**src/rtl/operand_forward_pipe_pkg.sv**
```systemverilog
// Shared definitions for the operand forwarding datapath: forward-select codes,
// ALU operation codes used by control, link register number and the control bundle.
package operand_forward_pipe_pkg;

  typedef enum logic [1:0] {
    FWD_RF       = 2'b00,
    FWD_EXE      = 2'b01,
    FWD_MEM_ALU  = 2'b10,
    FWD_MEM_LOAD = 2'b11
  } fwd_sel_e;

  localparam logic [3:0] ALUC_ADD = 4'b0000;
  localparam logic [3:0] ALUC_SUB = 4'b0100;
  localparam logic [3:0] ALUC_AND = 4'b0001;
  localparam logic [3:0] ALUC_OR  = 4'b0101;
  localparam logic [3:0] ALUC_XOR = 4'b0010;
  localparam logic [3:0] ALUC_LUI = 4'b0110;
  localparam logic [3:0] ALUC_SLL = 4'b0011;
  localparam logic [3:0] ALUC_SRL = 4'b0111;
  localparam logic [3:0] ALUC_SRA = 4'b1111;

  localparam int LINK_REG = 31;

  // Decoded control fields carried down the pipe; all-zero encodes a bubble.
  typedef struct packed {
    logic       wreg;
    logic       mem2reg;
    logic       wmem;
    logic [3:0] aluc;
    logic       aluimm;
    logic       shift;
    logic       jal;
  } ctrl_t;

endpackage

```
**src/rtl/operand_forward_pipe_if.sv**
```systemverilog
// Bundle between control/decoder/ALU/memory and the forwarding datapath.
// master = surrounding pipeline, slave = operand_forward_pipe.
interface operand_forward_pipe_if #(
  parameter int DW = 32,
  parameter int AW = 5
);
  logic          id_wreg;
  logic          id_mem2reg;
  logic          id_wmem;
  logic [3:0]    id_aluc;
  logic          id_aluimm;
  logic          id_shift;
  logic          id_jal;
  logic [AW-1:0] id_regw_addr;
  logic          stall;
  logic [1:0]    fwda;
  logic [1:0]    fwdb;
  logic [DW-1:0] id_rs_data;
  logic [DW-1:0] id_rt_data;
  logic [DW-1:0] id_imm;
  logic [DW-1:0] id_sa;
  logic [DW-1:0] id_pc8;
  logic [DW-1:0] exe_alu_res;
  logic [DW-1:0] mem_rdata;

  logic [DW-1:0] id_opa;
  logic [DW-1:0] id_opb;
  logic          rsrtequ;
  logic          exe_wreg;
  logic          exe_mem2reg;
  logic          exe_wmem;
  logic          exe_aluimm;
  logic          exe_shift;
  logic          exe_jal;
  logic [3:0]    exe_aluc;
  logic [AW-1:0] exe_regw_addr;
  logic [DW-1:0] exe_a;
  logic [DW-1:0] exe_b;
  logic [DW-1:0] exe_imm;
  logic [DW-1:0] exe_sa;
  logic [DW-1:0] exe_pc8;
  logic          mem_wreg;
  logic          mem_mem2reg;
  logic          mem_wmem;
  logic [AW-1:0] mem_regw_addr;
  logic [DW-1:0] mem_alu_res;
  logic [DW-1:0] mem_wdata;

  modport master (
    output id_wreg, id_mem2reg, id_wmem, id_aluc, id_aluimm, id_shift, id_jal,
           id_regw_addr, stall, fwda, fwdb, id_rs_data, id_rt_data, id_imm,
           id_sa, id_pc8, exe_alu_res, mem_rdata,
    input  id_opa, id_opb, rsrtequ, exe_wreg, exe_mem2reg, exe_wmem, exe_aluimm,
           exe_shift, exe_jal, exe_aluc, exe_regw_addr, exe_a, exe_b, exe_imm,
           exe_sa, exe_pc8, mem_wreg, mem_mem2reg, mem_wmem, mem_regw_addr,
           mem_alu_res, mem_wdata
  );

  modport slave (
    input  id_wreg, id_mem2reg, id_wmem, id_aluc, id_aluimm, id_shift, id_jal,
           id_regw_addr, stall, fwda, fwdb, id_rs_data, id_rt_data, id_imm,
           id_sa, id_pc8, exe_alu_res, mem_rdata,
    output id_opa, id_opb, rsrtequ, exe_wreg, exe_mem2reg, exe_wmem, exe_aluimm,
           exe_shift, exe_jal, exe_aluc, exe_regw_addr, exe_a, exe_b, exe_imm,
           exe_sa, exe_pc8, mem_wreg, mem_mem2reg, mem_wmem, mem_regw_addr,
           mem_alu_res, mem_wdata
  );
endinterface

```
**src/rtl/operand_forward_pipe_fwd_mux4.sv**
```systemverilog
// DW-wide 4:1 operand select driven by a forward code.
// Latency: combinational. Backpressure: none.
// Selection is purely by code; validity of the chosen source is the caller's concern.
module fwd_mux4
  import operand_forward_pipe_pkg::*;
#(
  parameter int DW = 32
) (
  input  logic [1:0]    sel,
  input  logic [DW-1:0] rf_dat,
  input  logic [DW-1:0] exe_dat,
  input  logic [DW-1:0] mem_alu_dat,
  input  logic [DW-1:0] mem_load_dat,
  output logic [DW-1:0] y
);

  always_comb begin
    y = rf_dat;
    case (sel)
      FWD_EXE:      y = exe_dat;
      FWD_MEM_ALU:  y = mem_alu_dat;
      FWD_MEM_LOAD: y = mem_load_dat;
      default:      y = rf_dat;
    endcase
  end

endmodule

```
**src/rtl/operand_forward_pipe.sv**
```systemverilog
// Forwarded ID operands plus ID/EXE and EXE/MEM pipeline registers.
// Latency: id_opa/id_opb combinational; exe_* 1 cycle, mem_* 2 cycles after ID.
// Backpressure: stall injects a bubble into EXE; EXE/MEM is never held.
module operand_forward_pipe
  import operand_forward_pipe_pkg::*;
#(
  parameter int DW = 32,
  parameter int AW = 5
) (
  input  logic                  clk,
  input  logic                  rst_n,
  operand_forward_pipe_if.slave bus
);

  ctrl_t         id_ctrl;
  ctrl_t         exe_ctrl;
  logic [AW-1:0] exe_rd;
  logic [DW-1:0] exe_a_q;
  logic [DW-1:0] exe_b_q;
  logic [DW-1:0] exe_imm_q;
  logic [DW-1:0] exe_sa_q;
  logic [DW-1:0] exe_pc8_q;

  logic          mem_wreg_q;
  logic          mem_mem2reg_q;
  logic          mem_wmem_q;
  logic [AW-1:0] mem_rd;
  logic [DW-1:0] mem_res_q;
  logic [DW-1:0] mem_wdata_q;

  logic [DW-1:0] exe_res;
  logic [DW-1:0] opa;
  logic [DW-1:0] opb;

  // A jal in EXE produces its link address, not the ALU output.
  assign exe_res = exe_ctrl.jal ? exe_pc8_q : bus.exe_alu_res;

  fwd_mux4 #(.DW(DW)) u_mux_a (
    .sel          (bus.fwda),
    .rf_dat       (bus.id_rs_data),
    .exe_dat      (exe_res),
    .mem_alu_dat  (mem_res_q),
    .mem_load_dat (bus.mem_rdata),
    .y            (opa)
  );

  fwd_mux4 #(.DW(DW)) u_mux_b (
    .sel          (bus.fwdb),
    .rf_dat       (bus.id_rt_data),
    .exe_dat      (exe_res),
    .mem_alu_dat  (mem_res_q),
    .mem_load_dat (bus.mem_rdata),
    .y            (opb)
  );

  assign bus.id_opa  = opa;
  assign bus.id_opb  = opb;
  assign bus.rsrtequ = (opa == opb);

  assign id_ctrl = '{
    wreg:    bus.id_wreg,
    mem2reg: bus.id_mem2reg,
    wmem:    bus.id_wmem,
    aluc:    bus.id_aluc,
    aluimm:  bus.id_aluimm,
    shift:   bus.id_shift,
    jal:     bus.id_jal
  };

  always_ff @(posedge clk or negedge rst_n) begin
    if (!rst_n) begin
      exe_ctrl  <= '0;
      exe_rd    <= '0;
      exe_a_q   <= '0;
      exe_b_q   <= '0;
      exe_imm_q <= '0;
      exe_sa_q  <= '0;
      exe_pc8_q <= '0;
    end else if (bus.stall) begin
      exe_ctrl  <= '0;
      exe_rd    <= '0;
      exe_a_q   <= '0;
      exe_b_q   <= '0;
      exe_imm_q <= '0;
      exe_sa_q  <= '0;
      exe_pc8_q <= '0;
    end else begin
      exe_ctrl  <= id_ctrl;
      exe_rd    <= bus.id_jal ? AW'(LINK_REG) : bus.id_regw_addr;
      exe_a_q   <= opa;
      exe_b_q   <= opb;
      exe_imm_q <= bus.id_imm;
      exe_sa_q  <= bus.id_sa;
      exe_pc8_q <= bus.id_pc8;
    end
  end

  always_ff @(posedge clk or negedge rst_n) begin
    if (!rst_n) begin
      mem_wreg_q    <= 1'b0;
      mem_mem2reg_q <= 1'b0;
      mem_wmem_q    <= 1'b0;
      mem_rd        <= '0;
      mem_res_q     <= '0;
      mem_wdata_q   <= '0;
    end else begin
      mem_wreg_q    <= exe_ctrl.wreg;
      mem_mem2reg_q <= exe_ctrl.mem2reg;
      mem_wmem_q    <= exe_ctrl.wmem;
      mem_rd        <= exe_rd;
      mem_res_q     <= exe_res;
      mem_wdata_q   <= exe_b_q;
    end
  end

  assign bus.exe_wreg      = exe_ctrl.wreg;
  assign bus.exe_mem2reg   = exe_ctrl.mem2reg;
  assign bus.exe_wmem      = exe_ctrl.wmem;
  assign bus.exe_aluimm    = exe_ctrl.aluimm;
  assign bus.exe_shift     = exe_ctrl.shift;
  assign bus.exe_jal       = exe_ctrl.jal;
  assign bus.exe_aluc      = exe_ctrl.aluc;
  assign bus.exe_regw_addr = exe_rd;
  assign bus.exe_a         = exe_a_q;
  assign bus.exe_b         = exe_b_q;
  assign bus.exe_imm       = exe_imm_q;
  assign bus.exe_sa        = exe_sa_q;
  assign bus.exe_pc8       = exe_pc8_q;

  assign bus.mem_wreg      = mem_wreg_q;
  assign bus.mem_mem2reg   = mem_mem2reg_q;
  assign bus.mem_wmem      = mem_wmem_q;
  assign bus.mem_regw_addr = mem_rd;
  assign bus.mem_alu_res   = mem_res_q;
  assign bus.mem_wdata     = mem_wdata_q;

endmodule

```
**src/flat_wrapper.sv**
```systemverilog
// flat-port wrapper written by rule: the top's interface ports become plain ports
module operand_forward_pipe_flat import operand_forward_pipe_pkg::*;
#(
  parameter int DW = 32,
  parameter int AW = 5
)
  (clk, rst_n, bus_id_wreg, bus_id_mem2reg, bus_id_wmem, bus_id_aluc, bus_id_aluimm, bus_id_shift, bus_id_jal, bus_id_regw_addr, bus_stall, bus_fwda, bus_fwdb, bus_id_rs_data, bus_id_rt_data, bus_id_imm, bus_id_sa, bus_id_pc8, bus_exe_alu_res, bus_mem_rdata, bus_id_opa, bus_id_opb, bus_rsrtequ, bus_exe_wreg, bus_exe_mem2reg, bus_exe_wmem, bus_exe_aluimm, bus_exe_shift, bus_exe_jal, bus_exe_aluc, bus_exe_regw_addr, bus_exe_a, bus_exe_b, bus_exe_imm, bus_exe_sa, bus_exe_pc8, bus_mem_wreg, bus_mem_mem2reg, bus_mem_wmem, bus_mem_regw_addr, bus_mem_alu_res, bus_mem_wdata);
  operand_forward_pipe_if #(.DW(DW), .AW(AW)) bus_i ();
  input  logic clk;
  input  logic rst_n;
  input wire logic [$bits(bus_i.id_wreg)-1:0] bus_id_wreg;
  input wire logic [$bits(bus_i.id_mem2reg)-1:0] bus_id_mem2reg;
  input wire logic [$bits(bus_i.id_wmem)-1:0] bus_id_wmem;
  input wire logic [$bits(bus_i.id_aluc)-1:0] bus_id_aluc;
  input wire logic [$bits(bus_i.id_aluimm)-1:0] bus_id_aluimm;
  input wire logic [$bits(bus_i.id_shift)-1:0] bus_id_shift;
  input wire logic [$bits(bus_i.id_jal)-1:0] bus_id_jal;
  input wire logic [$bits(bus_i.id_regw_addr)-1:0] bus_id_regw_addr;
  input wire logic [$bits(bus_i.stall)-1:0] bus_stall;
  input wire logic [$bits(bus_i.fwda)-1:0] bus_fwda;
  input wire logic [$bits(bus_i.fwdb)-1:0] bus_fwdb;
  input wire logic [$bits(bus_i.id_rs_data)-1:0] bus_id_rs_data;
  input wire logic [$bits(bus_i.id_rt_data)-1:0] bus_id_rt_data;
  input wire logic [$bits(bus_i.id_imm)-1:0] bus_id_imm;
  input wire logic [$bits(bus_i.id_sa)-1:0] bus_id_sa;
  input wire logic [$bits(bus_i.id_pc8)-1:0] bus_id_pc8;
  input wire logic [$bits(bus_i.exe_alu_res)-1:0] bus_exe_alu_res;
  input wire logic [$bits(bus_i.mem_rdata)-1:0] bus_mem_rdata;
  output wire logic [$bits(bus_i.id_opa)-1:0] bus_id_opa;
  output wire logic [$bits(bus_i.id_opb)-1:0] bus_id_opb;
  output wire logic [$bits(bus_i.rsrtequ)-1:0] bus_rsrtequ;
  output wire logic [$bits(bus_i.exe_wreg)-1:0] bus_exe_wreg;
  output wire logic [$bits(bus_i.exe_mem2reg)-1:0] bus_exe_mem2reg;
  output wire logic [$bits(bus_i.exe_wmem)-1:0] bus_exe_wmem;
  output wire logic [$bits(bus_i.exe_aluimm)-1:0] bus_exe_aluimm;
  output wire logic [$bits(bus_i.exe_shift)-1:0] bus_exe_shift;
  output wire logic [$bits(bus_i.exe_jal)-1:0] bus_exe_jal;
  output wire logic [$bits(bus_i.exe_aluc)-1:0] bus_exe_aluc;
  output wire logic [$bits(bus_i.exe_regw_addr)-1:0] bus_exe_regw_addr;
  output wire logic [$bits(bus_i.exe_a)-1:0] bus_exe_a;
  output wire logic [$bits(bus_i.exe_b)-1:0] bus_exe_b;
  output wire logic [$bits(bus_i.exe_imm)-1:0] bus_exe_imm;
  output wire logic [$bits(bus_i.exe_sa)-1:0] bus_exe_sa;
  output wire logic [$bits(bus_i.exe_pc8)-1:0] bus_exe_pc8;
  output wire logic [$bits(bus_i.mem_wreg)-1:0] bus_mem_wreg;
  output wire logic [$bits(bus_i.mem_mem2reg)-1:0] bus_mem_mem2reg;
  output wire logic [$bits(bus_i.mem_wmem)-1:0] bus_mem_wmem;
  output wire logic [$bits(bus_i.mem_regw_addr)-1:0] bus_mem_regw_addr;
  output wire logic [$bits(bus_i.mem_alu_res)-1:0] bus_mem_alu_res;
  output wire logic [$bits(bus_i.mem_wdata)-1:0] bus_mem_wdata;
  assign bus_i.id_wreg = bus_id_wreg;
  assign bus_i.id_mem2reg = bus_id_mem2reg;
  assign bus_i.id_wmem = bus_id_wmem;
  assign bus_i.id_aluc = bus_id_aluc;
  assign bus_i.id_aluimm = bus_id_aluimm;
  assign bus_i.id_shift = bus_id_shift;
  assign bus_i.id_jal = bus_id_jal;
  assign bus_i.id_regw_addr = bus_id_regw_addr;
  assign bus_i.stall = bus_stall;
  assign bus_i.fwda = bus_fwda;
  assign bus_i.fwdb = bus_fwdb;
  assign bus_i.id_rs_data = bus_id_rs_data;
  assign bus_i.id_rt_data = bus_id_rt_data;
  assign bus_i.id_imm = bus_id_imm;
  assign bus_i.id_sa = bus_id_sa;
  assign bus_i.id_pc8 = bus_id_pc8;
  assign bus_i.exe_alu_res = bus_exe_alu_res;
  assign bus_i.mem_rdata = bus_mem_rdata;
  assign bus_id_opa = bus_i.id_opa;
  assign bus_id_opb = bus_i.id_opb;
  assign bus_rsrtequ = bus_i.rsrtequ;
  assign bus_exe_wreg = bus_i.exe_wreg;
  assign bus_exe_mem2reg = bus_i.exe_mem2reg;
  assign bus_exe_wmem = bus_i.exe_wmem;
  assign bus_exe_aluimm = bus_i.exe_aluimm;
  assign bus_exe_shift = bus_i.exe_shift;
  assign bus_exe_jal = bus_i.exe_jal;
  assign bus_exe_aluc = bus_i.exe_aluc;
  assign bus_exe_regw_addr = bus_i.exe_regw_addr;
  assign bus_exe_a = bus_i.exe_a;
  assign bus_exe_b = bus_i.exe_b;
  assign bus_exe_imm = bus_i.exe_imm;
  assign bus_exe_sa = bus_i.exe_sa;
  assign bus_exe_pc8 = bus_i.exe_pc8;
  assign bus_mem_wreg = bus_i.mem_wreg;
  assign bus_mem_mem2reg = bus_i.mem_mem2reg;
  assign bus_mem_wmem = bus_i.mem_wmem;
  assign bus_mem_regw_addr = bus_i.mem_regw_addr;
  assign bus_mem_alu_res = bus_i.mem_alu_res;
  assign bus_mem_wdata = bus_i.mem_wdata;
  operand_forward_pipe #(.DW(DW), .AW(AW)) u_core (.clk(clk), .rst_n(rst_n), .bus(bus_i));
endmodule
```
**config.mk**
```make
export PLATFORM = sky130hd
export DESIGN_NAME = operand_forward_pipe_flat
export DESIGN_NICKNAME = d
export VERILOG_FILES = /design/src/rtl/operand_forward_pipe_pkg.sv /design/src/rtl/operand_forward_pipe_if.sv /design/src/rtl/operand_forward_pipe_fwd_mux4.sv /design/src/rtl/operand_forward_pipe.sv /design/src/flat_wrapper.sv
export SDC_FILE = /design/constraint.sdc
export NUM_CORES = 1
export LEC_CHECK = 0
export ABC_AREA = 1
export CORE_AREA = 2 2 214 216
export CTS_BUF_LIST = sky130_fd_sc_hd__clkbuf_4 sky130_fd_sc_hd__clkbuf_8
export CTS_CLUSTER_DIAMETER = 200
export CTS_CLUSTER_SIZE = 20
export DETAILED_ROUTE_END_ITERATION = 10
export DIE_AREA = 0 0 216 218
export GPL_TIMING_DRIVEN = 0
export HOLD_SLACK_MARGIN = 0.08
export PLACE_DENSITY_LB_ADDON = 0.3
export SYNTH_ARGS = -nofsm -noshare
export SYNTH_HDL_FRONTEND = slang
export SYNTH_SLANG_ARGS = --single-unit
export TNS_END_PERCENT = 100
```
**constraint.sdc**
```tcl
create_clock -name clk -period 1.9 [get_ports clk]
set_clock_uncertainty 0.1 [all_clocks]
set_input_delay 0.38 -clock clk [delete_from_list [all_inputs] [get_ports clk]]
set_output_delay 0.38 -clock clk [all_outputs]
set_load 0.01 [all_outputs]
```
==> impl.org <==
** Run status
- Status :: finished, violations left
- The final reports fail on negative setup slack.

** Floorplan
- In this run the standard cell core region covers 44900 um2.
- Top Ports :: 558
- DIE WIDTH :: 216 um
- For this configuration, the core starts out at a cell density of roughly 24%.
- The floorplan step defined a die boundary enclosing 47100 um2.
- After floorplanning, the core was divided into 78 placement rows.
- The die is 218 um tall.

** Global routing
- Leftover overflow at the end of global routing :: 0
- Maximum number of pins on one net before global-route repair :: 110
- Number of antenna violations at the first check in global routing :: 2
- Vias in the first global route :: ~12000
- All-Layer GR Usage :: ~22%
- Global-route wire length before repair :: 75600 um

** Synthesis
- Fraction of synthesized area in multiplexers :: 0%
- The commonest cells after synthesis are sky130_fd_sc_hd__nand2_1, sky130_fd_sc_hd__nor2_1, sky130_fd_sc_hd__dfrtp_1.
- In this run the cell area of the synthesized design comes to 10900 um2.
- After Yosys synthesis, full adders, half adders and majority gates account for 0% of the synthesized area.
- Number of synthesized register bits :: 247
- The most used flip-flop cell after synthesis is sky130_fd_sc_hd__dfrtp_1.
- By area the synthesized netlist is led by sky130_fd_sc_hd__dfrtp_1, sky130_fd_sc_hd__nand2_1, sky130_fd_sc_hd__nor2_1, sky130_fd_sc_hd__inv_1, sky130_fd_sc_hd__nand3_1.
- Most repeated cell in the gate-level netlist after synthesis :: sky130_fd_sc_hd__nand2_1
- The cell count after synthesis came out at 1392.
- Each instance of the synthesized netlist takes up on average between 7 and 8 um2.
- The synthesized netlist devotes around 4.1% of its cell area to compound gates.
- Number of enable-type register cells in the synthesized netlist :: 0
- Simple logic cell fraction of the synthesized area :: between 20% and 30%
- Largest area contributor in the netlist :: sky130_fd_sc_hd__dfrtp_1
- Number of warnings printed during yosys synthesis :: 0
- The netlist uses 22 different library cells.
- For this run, the register share of the synthesized area comes to 56.8%.
- In this run the biggest area consumer among cell types represents between 50% and 60% of the synthesized area.
- Counting every net in the synthesized netlist gives 1638.
- XOR/XNOR Fraction of Synth Area :: 0%
- Counting flops with an async set or reset pin after synthesis yields a share of 100%.
- Combinational family with the most area after synthesis :: simple AND/OR/NAND/NOR gates

** Cells and area
- Relative to the synthesized area, the layout overhead comes to 74.6%.
- Number of fillers in the final layout :: ~4500
- Proportion of layout cells with a drive suffix above 1 :: around 25%
- For this run, the number of standard cells in the final layout without fillers is 2623.
- After the last flow step, the layout net total stands at 2265.
- Finished layout cell area :: 19000 um2

** Power and ir drop
- Static leakage power :: 10.1 nW
- Across the VDD grid, the largest voltage drop is 604 uV.
- In this run the power density over the cells is ~640 nW/um2.

** Clock tree
- In this run the number of H-tree levels came out at 1.
- Largest buffer count on any clock path :: 3
- After clock tree synthesis, the clock-pin slew on the worst setup and hold paths is about 0.15 ns.
- TritonCTS Buffers :: 16
- The root buffer cell chosen for the clock tree is sky130_fd_sc_hd__clkbuf_8.
- Clock tree from TritonCTS :: yes
- Number of sinks on the clock net :: 247
- Skew-Pair Late Insertion Delay :: 0.61 ns

** Setup path
- Worst path required time :: 1.42 ns
- Data on the critical path arrives at its endpoint at 2.69 ns.
- The worst register-to-register path has a setup slack of 0.07 ns.
- Kind of start point of the critical path :: flop
- By startpoint and endpoint, the worst setup path is classified as reg -> out.
- In this run the worst path has a maximum fanout of 8.
- The worst setup path is captured at an output pin.

** Timing
- The number of hold violations in the final report came to 0.
- Setup repair after global routing could not meet its margin everywhere.
- The worst pin sits at a relative slew slack of around 53%.
- Adding up every negative setup slack in the final design gives -42.62 ns.
- At the pin with the least slew margin, the transition time is 0.712 ns.
- Final period util :: 167%
- The final-report max-slew violation count is 0.
- Final worst-path setup slack :: -1.27 ns
- Final critical-path required period :: 3.17 ns
- For this run, the top clock speed supported by timing is 0.316 GHz.
- Setup violations remaining at the end of the flow were counted as 65.

** Place
- Gpl congestion :: 0.895
- Number of placed cells counting well taps :: 2549
- Number of buffers inserted by port buffering :: roughly 560
- Standard cell area after detailed placement :: 17300 um2
- After legalization and detailed placement, the total HPWL measured 41300 um.

** Job
- Across the run, the number of max-cap violations was 0.

** Detailed routing
- Number of optimization iterations in the first detailed-route pass :: 5
- Total via count in the routed design :: roughly 11000
- Number of routed nets with antenna violations :: 0
- Number of violations reported at the end of detailed-routing iteration 0 :: between 700 and 800
- After detailed routing, the number of vias per cell comes to 4.35.
- After detailed routing, the average wire length per cell comes to 20.3 um.
- For this run, design rule violations remaining after detail routing come to 0.
- Post-detailed-routing wire length :: 53100 um

** Hold path
- The tightest min-delay check is of the in -> reg type.
-- final timing paths --
| path | cells after the start | startpoint | to |
|---|---|---|---|
| min in group asynchronous | 2 | rst_n | u_core.bus.exe_b[22]$_DFF_PN0_ |
| max in group asynchronous | 3 | rst_n | u_core.bus.exe_sa[20]$_DFF_PN0_ |
| max reg2reg | 12 | u_core.bus.exe_jal$_DFF_PN0_ | u_core.bus.exe_b[24]$_DFF_PN0_ |
| min | 6 | bus_fwdb[1] | u_core.bus.exe_b[13]$_DFF_PN0_ |
| max | 16 | u_core.bus.exe_jal$_DFF_PN0_ | bus_rsrtequ |
| min reg2reg | 0 | u_core.bus.exe_b[18]$_DFF_PN0_ | u_core.bus.mem_wdata[18]$_DFF_PN0_ |
-- metal layers --
layer | share of wire [%] | GRT usage [%]
met1 | 40 | 26.3
met2 | 51 | 39.7
met3 | 6.7 | 4.69
met4 | 1.8 | 5.09
met5 | 0 | 0
-- sequential cells by signal (all words and copies together) (netlist names) --
| name | count |
|---|---|
| u_core.bus.exe_a | 32 |
| u_core.bus.exe_aluc | 4 |
| u_core.bus.exe_aluimm | 1 |
| u_core.bus.exe_b | 32 |
| u_core.bus.exe_imm | 32 |
| u_core.bus.exe_jal | 1 |
| u_core.bus.exe_mem2reg | 1 |
| u_core.bus.exe_pc8 | 32 |
| u_core.bus.exe_regw_addr | 5 |
| u_core.bus.exe_sa | 32 |
| u_core.bus.exe_shift | 1 |
| u_core.bus.exe_wmem | 1 |
| u_core.bus.exe_wreg | 1 |
| u_core.bus.mem_alu_res | 32 |
| u_core.bus.mem_mem2reg | 1 |
| u_core.bus.mem_regw_addr | 5 |
| u_core.bus.mem_wdata | 32 |
| u_core.bus.mem_wmem | 1 |
| u_core.bus.mem_wreg | 1 |
-- what timing repair did --
item,in CTS,in global routing
pin swaps,108,74
hold buffers,1,0
hold endpoints to repair,93,0
gates resized for setup,865,134
buffers inserted,39,14
gates cloned,3,0
setup endpoints to repair,390,71
-- layout make-up --
class	count	area [um2]	share of cell area, %
inverter	189	724	3.82
buffer	58	393	2.07
sequential	247	6180	32.6
antenna	4	10.0	0.0527
clock buffer	16	220	1.16
multi-input combinational	898	4960	26.1
clock inverter	2	25.0	0.132
tap	600	751	3.95
timing repair buffer	609	5720	30.1
-- cell families (layout without fill, tap and decap cells) --
kind of cell,count (synthesis),in the layout
other,0,4
buffers and inverters,247,874
flip-flops,247,247
AO/OA/AOI/OAI,84,84
AND/OR/NAND/NOR,814,814
-- critical path, stage by stage (launching register included) --
cell	delay (ns)
sky130_fd_sc_hd__dfrtp_2	0.48
sky130_fd_sc_hd__buf_8	0.16
sky130_fd_sc_hd__inv_12	0.10
sky130_fd_sc_hd__buf_12	0.15
sky130_fd_sc_hd__nand2_4	0.07
sky130_fd_sc_hd__nand2_8	0.08
sky130_fd_sc_hd__nor2_4	0.04
sky130_fd_sc_hd__nor2_2	0.14
sky130_fd_sc_hd__nor2_2	0.06
sky130_fd_sc_hd__nand2_1	0.06
sky130_fd_sc_hd__nand2_1	0.05
sky130_fd_sc_hd__nor2_1	0.13
sky130_fd_sc_hd__nand2_2	0.09
sky130_fd_sc_hd__nor2_4	0.15
sky130_fd_sc_hd__nand2_2	0.07
sky130_fd_sc_hd__nor2_2	0.12
sky130_fd_sc_hd__buf_6	0.12
-- cells in the final DEF, fill, tap and decap left out, types with 15 or more instances in the layout --
| master | n |
|---|---|
| sky130_fd_sc_hd__a21oi_2 | 16 |
| sky130_fd_sc_hd__o21ai_1 | 15 |
| sky130_fd_sc_hd__nand2_2 | 124 |
| sky130_fd_sc_hd__or2_2 | 15 |
| sky130_fd_sc_hd__o21ai_0 | 38 |
| sky130_fd_sc_hd__buf_4 | 48 |
| sky130_fd_sc_hd__inv_1 | 153 |
| sky130_fd_sc_hd__nor2_2 | 23 |
| sky130_fd_sc_hd__clkdlybuf4s50_1 | 240 |
| sky130_fd_sc_hd__nor2_1 | 232 |
| sky130_fd_sc_hd__clkbuf_8 | 17 |
| sky130_fd_sc_hd__buf_2 | 34 |
| sky130_fd_sc_hd__dlygate4sd2_1 | 243 |
| sky130_fd_sc_hd__clkbuf_1 | 20 |
| sky130_fd_sc_hd__buf_6 | 54 |
| sky130_fd_sc_hd__nand3_1 | 25 |
| sky130_fd_sc_hd__inv_2 | 34 |
| sky130_fd_sc_hd__dfrtp_1 | 246 |
| sky130_fd_sc_hd__nand2_1 | 274 |
| sky130_fd_sc_hd__nand2_4 | 60 |
-- through the flow --
stage	setup WS, ns	hold slack [ns]	utilization (%)	power, mW
after floorplan	-0.205	-0.0156	-	7.06
after global placement	-10.88	0.261	38.4	9.24
after detailed placement	-2.35	0.250	38.5	9.27
after CTS	-1.33	0.126	41.1	12.1
after global routing	-1.44	0.148	42.3	12.7
final	-1.27	0.174	42.3	12.1
-- where the power goes --
| group | switching, mW | internal (mW) | leakage, nW |
|---|---|---|---|
| Combinational | 2.05 | 1.68 | 6.79 |
| Sequential | 0.141 | 5.59 | 3.15 |
| Clock | 1.83 | 0.799 | 0.126 |
Note: power is estimated with default switching activity, not from simulation.
